**config.mk**
```make
export PLATFORM = sky130hd
export DESIGN_NAME = pll_lock_supervisor
export DESIGN_NICKNAME = d
export VERILOG_FILES = /design/src/rtl/pll_lock_supervisor_pkg.sv /design/src/rtl/sync_bit.sv /design/src/rtl/pll_lock_supervisor.sv
export SDC_FILE = /design/constraint.sdc
export NUM_CORES = 1
export LEC_CHECK = 0
export ABC_CLOCK_PERIOD_IN_PS = 4240
export BUFFER_PORTS_ARGS = -buffer_cell sky130_fd_sc_hd__buf_2
export CAP_MARGIN = 0
export CORE_ASPECT_RATIO = 1.75
export CORE_MARGIN = 2
export CORE_UTILIZATION = 40
export CTS_CLUSTER_SIZE = 30
export DETAILED_ROUTE_END_ITERATION = 10
export SYNTH_ARGS = -nofsm -noshare
export SYNTH_HDL_FRONTEND = slang
export SYNTH_SLANG_ARGS = --single-unit
```
**constraint.sdc**
```tcl
create_clock -name clk -period 4.24 [get_ports clk]
set_input_delay 0.212 -clock clk [delete_from_list [all_inputs] [get_ports clk]]
set_output_delay 0.212 -clock clk [all_outputs]
set_load 0.01 [all_outputs]
```
**src/rtl/pll_lock_supervisor_pkg.sv**
```systemverilog
// Shared types and helpers for the PLL lock supervisor.
//   state_t     : 2-bit FSM state encoding (also driven on the top-level `state` port)
//   STATE_W     : width of state_t
//   timer_width : width of the shared state timer, sized from the cycle parameters
package pll_lock_supervisor_pkg;

    localparam int unsigned STATE_W = 2;

    typedef enum logic [STATE_W-1:0] {
        StResetPll = 2'd0,
        StWaitLock = 2'd1,
        StStable   = 2'd2,
        StRun      = 2'd3
    } state_t;

    // Enough bits to hold (largest cycle count - 1); never narrower than 1 bit.
    function automatic int unsigned timer_width(input int unsigned a,
                                                input int unsigned b,
                                                input int unsigned c);
        int unsigned m;
        int unsigned w;
        m = a;
        if (b > m) m = b;
        if (c > m) m = c;
        w = $clog2(m);
        if (w < 1) w = 1;
        return w;
    endfunction

endpackage

```
**src/rtl/sync_bit.sv**
```systemverilog
// Single-bit multi-flop synchronizer with synchronous active-low reset to 0.
// Ports:
//   clk     : destination clock
//   sresetn : synchronous active-low reset
//   d       : asynchronous input bit
//   q       : input bit re-timed to clk, DEPTH edges later
module sync_bit #(
    parameter int unsigned DEPTH = 2
) (
    input  logic clk,
    input  logic sresetn,
    input  logic d,
    output logic q
);

    logic [DEPTH-1:0] sync_q;

    always_ff @(posedge clk) begin
        if (!sresetn) begin
            sync_q <= '0;
        end else begin
            sync_q <= {sync_q[DEPTH-2:0], d};
        end
    end

    assign q = sync_q[DEPTH-1];

endmodule

```
**src/rtl/pll_lock_supervisor.sv**
```systemverilog
// PLL lock supervisor running on the PLL reference clock. Sequences PLL reset, waits for
// lock with timeout/retry, qualifies lock stability and then asserts `ready`.
// Ports:
//   clk         : PLL reference clock (board oscillator)
//   sresetn     : synchronous active-low reset
//   pll_locked  : PLL lock flag, asynchronous to clk
//   restart     : single-cycle request to re-run the whole sequence
//   pll_resetb  : PLL RESETB, 0 holds the PLL in reset
//   ready       : PLL output locked and qualified
//   state       : current FSM state (state_t encoding)
//   retry_count : saturating count of lock timeouts
//   loss_count  : saturating count of lock losses from RUN
// Build option: PLL_LOCK_SUPERVISOR_STATS_EN implements the two statistics counters;
// without it both count ports read 0 and no counter flops exist.
module pll_lock_supervisor
    import pll_lock_supervisor_pkg::*;
#(
    parameter int unsigned RST_CYCLES    = 16,
    parameter int unsigned LOCK_TIMEOUT  = 65536,
    parameter int unsigned STABLE_CYCLES = 1024,
    parameter int unsigned SYNC_STAGES   = 2,
    parameter int unsigned CNT_W         = 8
) (
    input  logic               clk,
    input  logic               sresetn,
    input  logic               pll_locked,
    input  logic               restart,
    output logic               pll_resetb,
    output logic               ready,
    output logic [STATE_W-1:0] state,
    output logic [CNT_W-1:0]   retry_count,
    output logic [CNT_W-1:0]   loss_count
);

    localparam int unsigned TIMER_W = timer_width(RST_CYCLES, LOCK_TIMEOUT, STABLE_CYCLES);
    localparam logic [TIMER_W-1:0] RST_LAST    = TIMER_W'(RST_CYCLES - 1);
    localparam logic [TIMER_W-1:0] LOCK_LAST   = TIMER_W'(LOCK_TIMEOUT - 1);
    localparam logic [TIMER_W-1:0] STABLE_LAST = TIMER_W'(STABLE_CYCLES - 1);

    logic               locked_s;
    state_t             state_q, state_d;
    logic [TIMER_W-1:0] timer_q, timer_d;
    logic               pll_resetb_q, ready_q;

    sync_bit #(
        .DEPTH(SYNC_STAGES)
    ) u_sync_locked (
        .clk    (clk),
        .sresetn(sresetn),
        .d      (pll_locked),
        .q      (locked_s)
    );

    always_comb begin
        state_d = state_q;
        unique case (state_q)
            StResetPll: begin
                if (timer_q == RST_LAST) state_d = StWaitLock;
            end
            StWaitLock: begin
                if (locked_s)                    state_d = StStable;
                else if (timer_q == LOCK_LAST)   state_d = StResetPll;
            end
            StStable: begin
                // A lock drop beats the terminal count in the same cycle.
                if (!locked_s)                   state_d = StWaitLock;
                else if (timer_q == STABLE_LAST) state_d = StRun;
            end
            StRun: begin
                if (!locked_s) state_d = StResetPll;
            end
            default: state_d = StResetPll;
        endcase
        if (restart) state_d = StResetPll;
        // restart counts as a fresh entry, so RESET_PLL re-arms its full hold time.
        timer_d = (restart || (state_d != state_q)) ? '0 : timer_q + 1'b1;
    end

    always_ff @(posedge clk) begin
        if (!sresetn) begin
            state_q      <= StResetPll;
            timer_q      <= '0;
            pll_resetb_q <= 1'b0;
            ready_q      <= 1'b0;
        end else begin
            state_q      <= state_d;
            timer_q      <= timer_d;
            pll_resetb_q <= (state_d != StResetPll);
            ready_q      <= (state_d == StRun);
        end
    end

    assign state      = state_q;
    assign pll_resetb = pll_resetb_q;
    assign ready      = ready_q;

`ifdef PLL_LOCK_SUPERVISOR_STATS_EN
    logic             retry_evt, loss_evt;
    logic [CNT_W-1:0] retry_q, loss_q;

    // restart suppresses both events since it overrides the transition.
    assign retry_evt = !restart && (state_q == StWaitLock) && !locked_s &&
                       (timer_q == LOCK_LAST);
    assign loss_evt  = !restart && (state_q == StRun) && !locked_s;

    always_ff @(posedge clk) begin
        if (!sresetn) begin
            retry_q <= '0;
            loss_q  <= '0;
        end else begin
            if (retry_evt && (retry_q != '1)) retry_q <= retry_q + 1'b1;
            if (loss_evt && (loss_q != '1))   loss_q  <= loss_q + 1'b1;
        end
    end

    assign retry_count = retry_q;
    assign loss_count  = loss_q;
`else
    assign retry_count = '0;
    assign loss_count  = '0;
`endif

endmodule

```
==> results.cfg <==
[sta]
layout_worst_path_cycle_share = 0.501
maxSlewViolCount = 0
rsz0062_at_grt = false
period_minus_slack_ns = 2.12
fin_skew_ns = 0.00899
fmax_mhz = 471
tightest_slew_ns = 0.787
setup_tns_ns = 0
setup-violations-final = 0
finalHoldViolCount = 0
slew_headroom = 0.476

[clock_tree]
cts_max_level = 1
post_cts_resized = 0
cts_tree = built
cts_hold_buf = 0
post-cts-setup-buffers = 0
insertion_delay_ns = 0.26
clk_pin_slew_ns = 0.08
cts_max_path_buffers = 2
cts_buffers = 3
cts-root-buf = clkbuf_8
clock_sinks = 22

[critical_path]
critPathLaunchType = flop
r2r_slack_ns = 2.12
required_ns = 4.36
crit_path_max_fanout = 11
arrival_ns = 2.24
critPathKind = reg -> reg
worst_setup_path_end_kind = flop

[placed_design]
place_congestion = 0.823
numPortBuffers = 7
dp_hpwl_microns = 1620

[cells_and_area]
final_util = 0.428
num_antenna_cells = 0
nets = 142
multiInputGateArea_sq_um = 606
syn2layout_area_growth_pct = 2.20
nFillCells = 284
drive_gt1_frac = 0.133
seqCellArea_sq_um = 440

[global_route]
grt_antenna_before_repair = 0
grt_use_met2 = 0.255
grt_use_met3 = 0.0291
grt_overflow = 0
track_usage = 0.134
use_met1 = 0.126
busiest_layer = met2
grt_max_degree = 12
grt_pass1_vias = 742
grt_pass1_wl_microns = 3220

[drt]
dr.pass1.iters = 4
vias = 848
antenna_left = 0
vias_per_cell = 5.23
wire_per_inst_microns = 12.7
wirelength_microns = 2060
drt_iter0_markers = 15
drc = 0

[floorplanning]
die-area_sq_um = 3310
die_w_microns = 44.3
start_util = 0.418
placementRows = 25
core_sq_um = 2720
die_h_microns = 74.6
io_pins = 24

[logic_synthesis]
netlist_top_cells_count = 23 x nor2_1, 22 x dfxtp_1, 16 x buf_4
ys_async_sr_fraction = 0
syn_inst = 129
synthTopCellsByArea = dfxtp_1 39%, buf_4 11%, nor2_1 7.6%
synth_edf_count = 0
ys_types = 36
synth.most_common_cell = nor2_1
synthFlopType = dfxtp_1
yosysTopAreaCellShare = 0.387
avgSynthCellArea_sq_um = 8.83
synth_largest_area_cell = dfxtp_1
synth_warnings = 0
syn_area_sq_um = 1140
synth.ff_latch_count = 22
yosysSeqAreaShare = 0.387

[power_and_ir_drop]
p_total_w = 0.000351
p_int_w = 0.000275
clockPowerShare = 0.357
combPwrFrac = 0.046
ir_drop_mv = 0.154
p_leak_nw = 0.432
pwr-share-seq = 0.597
netSwitchingFraction = 0.216
p_per_area_nw_per_um2 = 302
power.switching_w = 0.0000758

[worst_hold_path]
hold_path_class = in -> reg

[outcome]
outcome = finished, final reports clean

[run]
drv_cap = 0
critical path, stage by stage (launching register included):
cell	delay (ns)
dfxtp_1	0.37
ha_1	0.22
and3_1	0.26
nand4_1	0.13
and2_4	0.19
a221oi_2	0.68
nor2_1	0.13
final timing paths:
check                                             start                      end  cells past startpoint
worst max-delay path                         timer_q[0]               timer_q[3]                      6
worst min-delay path                         pll_locked  u_sync_locked.sync_q[0]                      2
worst max register to register               timer_q[0]               timer_q[3]                      6
worst min register to register  u_sync_locked.sync_q[0]  u_sync_locked.sync_q[1]                      1
placed cells by master, fill, tap and decap left out, drive strengths merged, types with 2 or more instances in the layout:
cell,count
nor2,23
nor4,2
nor3,4
a21oi,2
nand3,6
and4,3
and2,3
inv,2
clkbuf,3
conb,16
nand2b,3
nor2b,2
nand2,4
dfxtp,22
nor3b,2
buf,7
xnor2,5
nand4,7
xor2,9
through the flow:
stage,setup WS [ns],hold WS [ns],cells,cell area [sq um]
2_1_floorplan,2.55,0.334,144,1190
6_report,2.12,0.158,162,1160
5_1_grt,1.92,0.156,162,1160
3_5_place_dp,2.10,0.424,159,1120
3_3_place_gp,2.20,0.416,159,1120
4_1_cts,2.10,0.155,162,1160
layer usage:
metal	wire length [microns]	vias up	share of wire
met5	0	-	0
met3	91	5	0.044
met1	743	403	0.36
li1	-	418	-
met4	42	0	0.020
met2	1180	22	0.57
area by class of cell:
type,count,area share
multi-input cells,101,0.520
flip-flops and latches,22,0.378
clock buffers,3,0.0355
repair buffers,7,0.0301
well taps,27,0.0290
inverters,2,0.00645
power by group through the flow:
stage          Combinational (W)  Sequential, W  Clock [W]
2_1_floorplan          0.0000240       0.000214          0
3_3_place_gp           0.0000156       0.000214          0
3_5_place_dp           0.0000159       0.000215          0
4_1_cts                0.0000160       0.000210   0.000132
5_1_grt                0.0000184       0.000210   0.000142
6_report               0.0000161       0.000210   0.000125
registers in the layout, indices dropped and copies added (netlist names):
name,flops
ready,1
timer_q,16
pll_resetb,1
state,2
u_sync_locked.sync_q,2
kinds of logic after synthesis:
kind of cell,Yosys count,synth area share
fa+ha+maj,1,0.0110
buf+inv,21,0.131
flops,22,0.387
simple gates,63,0.310
xor+xnor,14,0.108
compound gates,7,0.0506
other cells,1,0.00329
(Power assumes the default switching activity.)
